<file path="src/rtl/axi_tcm_responder.sv">
// AXI4 slave bridging single-outstanding bursts onto a one-cycle-latency TCM port.
// Optional WRAP burst support: define AXI_TCM_WRAP_BURST_EN.
module axi_tcm_responder #(
  parameter int AXI_ID_W = 4
) (
  input  logic                clk_i,
  input  logic                rst_i,
  // AW
  input  logic                awvalid_i,
  input  logic [31:0]         awaddr_i,
  input  logic [AXI_ID_W-1:0] awid_i,
  input  logic [7:0]          awlen_i,
  input  logic [1:0]          awburst_i,
  output logic                awready_o,
  // W
  input  logic                wvalid_i,
  input  logic [31:0]         wdata_i,
  input  logic [3:0]          wstrb_i,
  input  logic                wlast_i,
  output logic                wready_o,
  // B
  output logic                bvalid_o,
  output logic [1:0]          bresp_o,
  output logic [AXI_ID_W-1:0] bid_o,
  input  logic                bready_i,
  // AR
  input  logic                arvalid_i,
  input  logic [31:0]         araddr_i,
  input  logic [AXI_ID_W-1:0] arid_i,
  input  logic [7:0]          arlen_i,
  input  logic [1:0]          arburst_i,
  output logic                arready_o,
  // R
  output logic                rvalid_o,
  output logic [31:0]         rdata_o,
  output logic [1:0]          rresp_o,
  output logic [AXI_ID_W-1:0] rid_o,
  output logic                rlast_o,
  input  logic                rready_i,
  // TCM
  output logic [3:0]          ram_wr_o,
  output logic                ram_rd_o,
  output logic [31:0]         ram_addr_o,
  output logic [31:0]         ram_write_data_o,
  input  logic [31:0]         ram_read_data_i
);

  typedef enum logic [1:0] {IDLE, WRITE, WRESP, READ} state_t;

  state_t                state_q, state_d;
  logic [29:0]           addr_q, addr_nxt;
  logic [AXI_ID_W-1:0]   id_q;
  logic [7:0]            len_q;
  logic [1:0]            burst_q;
  logic [7:0]            beat_q;
  logic [7:0]            r_beat_q;
  logic                  issue_done_q;
  logic                  inflight_q;
  logic [31:0]           buf_mem [2];
  logic                  wr_ptr_q, rd_ptr_q;
  logic [1:0]            count_q;
  logic                  accept_aw, accept_ar, w_beat, push, pop;

  // Byte offsets are ignored (word-aligned TCM) and wlast is not used for termination.
  logic unused_inputs;
  assign unused_inputs = ^{awaddr_i[1:0], araddr_i[1:0], wlast_i};

`ifdef AXI_TCM_WRAP_BURST_EN
  logic [29:0] wrap_mask;
  assign wrap_mask = {26'd0, len_q[3:0]};
`endif

  always_comb begin
    addr_nxt = addr_q + 30'd1;
    if (burst_q == 2'b00) begin
      addr_nxt = addr_q;
    end
`ifdef AXI_TCM_WRAP_BURST_EN
    else if (burst_q == 2'b10) begin
      addr_nxt = (addr_q & ~wrap_mask) | ((addr_q + 30'd1) & wrap_mask);
    end
`endif
  end

  assign rvalid_o         = (count_q != 2'd0);
  assign rdata_o          = buf_mem[rd_ptr_q];
  assign rid_o            = id_q;
  assign rresp_o          = 2'b00;
  assign rlast_o          = rvalid_o && (r_beat_q == len_q);
  assign bid_o            = id_q;
  assign bresp_o          = 2'b00;
  assign ram_addr_o       = {addr_q, 2'b00};
  assign ram_write_data_o = wdata_i;
  assign pop              = rvalid_o && rready_i;
  assign push             = inflight_q;

  always_comb begin
    state_d   = state_q;
    awready_o = 1'b0;
    arready_o = 1'b0;
    wready_o  = 1'b0;
    bvalid_o  = 1'b0;
    ram_wr_o  = 4'b0000;
    ram_rd_o  = 1'b0;
    accept_aw = 1'b0;
    accept_ar = 1'b0;
    w_beat    = 1'b0;
    unique case (state_q)
      IDLE: begin
        if (awvalid_i) begin
          awready_o = 1'b1;
          accept_aw = 1'b1;
          state_d   = WRITE;
        end else if (arvalid_i) begin
          arready_o = 1'b1;
          accept_ar = 1'b1;
          state_d   = READ;
        end
      end
      WRITE: begin
        wready_o = 1'b1;
        if (wvalid_i) begin
          ram_wr_o = wstrb_i;
          w_beat   = 1'b1;
          if (beat_q == len_q) state_d = WRESP;
        end
      end
      WRESP: begin
        bvalid_o = 1'b1;
        if (bready_i) state_d = IDLE;
      end
      READ: begin
        // Credit: buffered plus in-flight words may never exceed the two buffer slots.
        if (!issue_done_q && (({1'b0, count_q} + {2'b00, inflight_q}) < 3'd2)) ram_rd_o = 1'b1;
        if (rlast_o && rready_i) state_d = IDLE;
      end
      default: state_d = IDLE;
    endcase
    if (rst_i) begin
      ram_wr_o = 4'b0000;
      ram_rd_o = 1'b0;
    end
  end

  // NOTE: sequential state uses non-blocking assignments so every flop samples pre-edge values.
  always_ff @(posedge clk_i) begin
    if (rst_i) begin
      state_q      <= IDLE;
      beat_q       <= 8'd0;
      r_beat_q     <= 8'd0;
      issue_done_q <= 1'b0;
      inflight_q   <= 1'b0;
      count_q      <= 2'd0;
      wr_ptr_q     <= 1'b0;
      rd_ptr_q     <= 1'b0;
      addr_q       <= 30'd0;
      id_q         <= '0;
      len_q        <= 8'd0;
      burst_q      <= 2'b01;
    end else begin
      state_q    <= state_d;
      inflight_q <= ram_rd_o;
      if (accept_aw) begin
        addr_q  <= awaddr_i[31:2];
        id_q    <= awid_i;
        len_q   <= awlen_i;
        burst_q <= awburst_i;
        beat_q  <= 8'd0;
      end else if (accept_ar) begin
        addr_q       <= araddr_i[31:2];
        id_q         <= arid_i;
        len_q        <= arlen_i;
        burst_q      <= arburst_i;
        beat_q       <= 8'd0;
        r_beat_q     <= 8'd0;
        issue_done_q <= 1'b0;
      end else if (w_beat || ram_rd_o) begin
        addr_q <= addr_nxt;
        // Hold at len on the final beat so len=255 never wraps the counter.
        if (beat_q == len_q) issue_done_q <= 1'b1;
        else beat_q <= beat_q + 8'd1;
      end
      if (push) wr_ptr_q <= ~wr_ptr_q;
      if (pop) begin
        rd_ptr_q <= ~rd_ptr_q;
        r_beat_q <= r_beat_q + 8'd1;
      end
      count_q <= count_q + 2'(push) - 2'(pop);
    end
  end

  // NOTE: buffer storage is not reset; occupancy alone decides which entries are valid.
  always_ff @(posedge clk_i) begin
    if (push) buf_mem[wr_ptr_q] <= ram_read_data_i;
  end

endmodule

</file>
<file path="config.mk">
export PLATFORM = sky130hd
export DESIGN_NAME = axi_tcm_responder
export DESIGN_NICKNAME = d
export VERILOG_FILES = /design/src/rtl/axi_tcm_responder.sv
export SDC_FILE = /design/constraint.sdc
export NUM_CORES = 1
export LEC_CHECK = 0
export ABC_AREA = 1
export CAP_MARGIN = 20
export CORE_ASPECT_RATIO = 1.75
export CORE_UTILIZATION = 55
export CTS_BUF_LIST = sky130_fd_sc_hd__clkbuf_16
export DETAILED_ROUTE_END_ITERATION = 10
export DONT_BUFFER_PORTS = 1
export GPL_ROUTABILITY_DRIVEN = 0
export PLACE_DENSITY = 0.72
export SYNTH_ARGS = -nofsm -noshare
export SYNTH_HDL_FRONTEND = slang
export SYNTH_SLANG_ARGS = --single-unit
</file>
<file path="constraint.sdc">
create_clock -name clk_i -period 2.5 [get_ports clk_i]
set_input_delay 0.5 -clock clk_i [delete_from_list [all_inputs] [get_ports clk_i]]
set_output_delay 0.5 -clock clk_i [all_outputs]
set_load 0.02 [all_outputs]
</file>
==> results.yml <==
route:
  drt-total-wl_um: 16130
  dr.first_iter.drc_count: 222
  first_pass_iters: 7
  routedWlPerCell_um: 17.40
  antenna_left: 0
  routed_via_density: 5.735
  drc_errors: 0
  vias: 5316
final_layout:
  instances_no_fill: 927
  ff_latch_area_um2: 3303
  antenna_cells: 0
  multi_input_area_um2: 2969
  num-nets-final: 919
  area_growth_pct: 6.381
  nFillCells: 1095
  drive_above_1_share_pct: 15.55
  post-route-util_pct: 59.90
place:
  dp_hpwl_um: 11770
  post-place-ws_ns: 0.4534
  numPortBuffers: 0
  dp.cells: 895
timing:
  rsz0062_at_grt: "false"
  setup_violations: 0
  worst-slew-pin-transition_ns: 0.5194
  drv_slew: 0
  skew_ns: 0.008532
  relSlewSlack_pct: 65.37
  setup_tns_ns: 0
  finalHoldViolations: 0
  hold_ws_ns: 0.1488
  period_minus_slack_ns: 2.199
  fin_ws_ns: 0.3014
  post-route-period-util_pct: 87.94
  fmax_mhz: 454.8
floorplan:
  initial_core_util_pct: 56.31
  die_area_um2: 13200
  num_rows: 54
  ios: 287
  die_h_um: 151.2
  core_um2: 12430
  fp.dieW_um: 87.29
worst_setup_path:
  crit_path_frequent_cell: "nand2_1"
  startpoint_type: "register"
  path_cells: "inv_1 > nand2_1 > nand2_1 > nand3b_1 > nor4_1 > buf_4"
  cp_data_arrival_time_ns: 1.70
  critical_path.slowest_cell: "dfxtp_1"
  r2r-start: "addr_q[1]"
  cp_top_family: "simple AND/OR/NAND/NOR gates"
  r2r_end: "addr_q[20]"
  cp-end-kind: "output pin"
  path_max_fanout: 6
  reg2reg_slack_ns: 0.49
  slowest_delay_ns: 0.43
  worst-path-buf-inv: 2
  crit_type: "reg -> out"
  critPathRequiredTime_ns: 2.00
  reg2reg_depth: 10
global_routing:
  grt_max_degree: 49
  gr-total-overflow: 0
  grt_pass1_vias: 5258
  grt_pass1_wl_um: 24830
  antenna_found_initial: 0
  grt_use_total_pct: 24.75
cts:
  postCtsHoldBufs: 0
  cts_tree: "built"
  clock_sinks: 133
  cts_buffers: 17
  postCtsSetupBuffers: 0
  cts_resized: 0
  clk_path_buf_depth: 2
  htreeDepth: 4
  clk_latency_ns: 0.42
  cts-root-buf: "clkbuf_16"
  clkSlewWorstSetupHoldPaths_ns: 0.06
logic_synthesis:
  yosysWarnings: 0
  yosysTopAreaCell: "edfxtp_1"
  synth_edf_count: 64
  synthFlopType: "dfxtp_1"
  async_flop_share_pct: 0
  yosysTopAreaCellShare_pct: 27.45
  yosysUniqueCellTypes: 48
  syn_area_um2: 7000
  synthCells: 780
  ys_seq_area_share_pct: 47.18
  syn_avg_cell_area_um2: 8.975
  synth_area_leaders: "edfxtp_1 27%, dfxtp_1 20%, nand2_1 7.6%, buf_4 5.4%, mux2_2 5.1%"
  synth-seq-cells: 133
min_path:
  hold_depth: 1
  hp-start: "rst_i"
  hold_class: "in -> reg"
  hold_end: "len_q[0]"
job:
  cap_violations: 0
power:
  p_per_area_nw_per_um2: 1146
  p_leak_nw: 2.781
  vdd_drop_max_mv: 0.5974
outcome:
  status: "finished, final reports clean"
flip-flops by register name, summed over array words and instances, names as in the netlist, named ones only:
signal        cells
addr_q           30
beat_q            8
bid_o             4
buf_mem          64
burst_q           2
count_q           2
inflight_q        1
issue_done_q      1
len_q             8
r_beat_q          8
rd_ptr_q          1
state_q           2
wr_ptr_q          1
cells in the final DEF, fill, tap and decap left out, types with 6 or more instances in the layout:
cell / count
buf_4: 16
clkbuf_16: 17
conb_1: 6
xor2_1: 17
edfxtp_1: 64
inv_2: 9
dfxtp_1: 69
a31oi_1: 14
a22o_1: 23
nand3_1: 24
nor2_4: 6
mux2_2: 32
nor2_1: 58
inv_1: 56
o21ai_0: 34
nor3_1: 14
a21oi_1: 50
nand2_1: 141
o21ai_1: 23
xnor2_1: 12
nand4_1: 8
cell type report:
class / instances / area share, %
clock inverter: 15 / 2.302
tap: 168 / 2.823
multi-input combinational: 512 / 39.87
timing repair buffer: 16 / 1.613
clock buffer: 17 / 5.712
inverter: 66 / 3.327
sequential: 133 / 44.35
kinds of logic (layout without fill, tap and decap cells):
kind of cell | count (synthesis) | in the layout | share of synthesized area (%)
adder cells (fa/ha/maj) | 5 | 5 | 0.8937
other | 1 | 6 | 0.05357
XOR/XNOR | 31 | 31 | 4.093
AND/OR/NAND/NOR | 279 | 279 | 18.14
multiplexers | 32 | 32 | 5.148
AO/OA/AOI/OAI | 159 | 159 | 13.71
flip-flops | 133 | 133 | 47.18
buffers and inverters | 140 | 114 | 10.78
worst max path at each step:
stage	from	to	slack, ns	cells past startpoint
floorplan	inflight_q	buf_mem[0][0]	0.30	2
global placement	addr_q[1]	addr_q[20]	0.52	10
detailed placement	state_q[0]	addr_q[10]	0.45	9
CTS	r_beat_q[5]	rlast_o	0.26	6
global route	len_q[5]	rlast_o	0.16	7
finish	r_beat_q[5]	rlast_o	0.30	6
cell usage after synthesis, types with 2 or more instances:
cell type and count:
o211a_1 2, nor2_2 4, a22o_1 23, buf_4 50
buf_1 3, o21ai_0 34, nor2_4 5, inv_1 56
nor4_1 3, xor2_1 17, buf_2 9, o21ai_2 2
a21oi_1 50, o21ai_1 23, xnor2_2 2, ha_1 5
nor3b_1 2, nand3_1 24, nor2_1 59, dfxtp_1 69
mux2_2 32, inv_2 9, xnor2_1 12, nand2_1 141
nor3_1 14, nor3_4 2, nand2_2 5, nor3_2 2
a31oi_1 14, nand4_1 8, buf_6 4, clkbuf_1 8
a211oi_1 2, nand3b_1 5, a21oi_2 2, a221oi_1 3
edfxtp_1 64
stage by stage:
stage,cell area (um2),power (mW)
detailed placement,6850,6.093
floorplan,7019,5.670
finish,7447,8.535
global route,7447,9.038
CTS,7447,8.590
global placement,6850,5.987
power by group:
part | internal [mW] | switching [mW]
registers | 2.66 | 0.699
logic | 0.933 | 1.75
clock network | 1.49 | 1.00
total | 5.08 | 3.45
routing by layer:
metal / track usage [%] / vias up / part of all wire [%]
met3: 8.447 / 28 / 8.4
met2: 47.58 / 257 / 56
li1: - / 2547 / -
met1: 22.85 / 2484 / 33
met4: 10.74 / 0 / 2.3
met5: 0 / - / 0
Note: power is estimated with default switching activity, not from simulation.
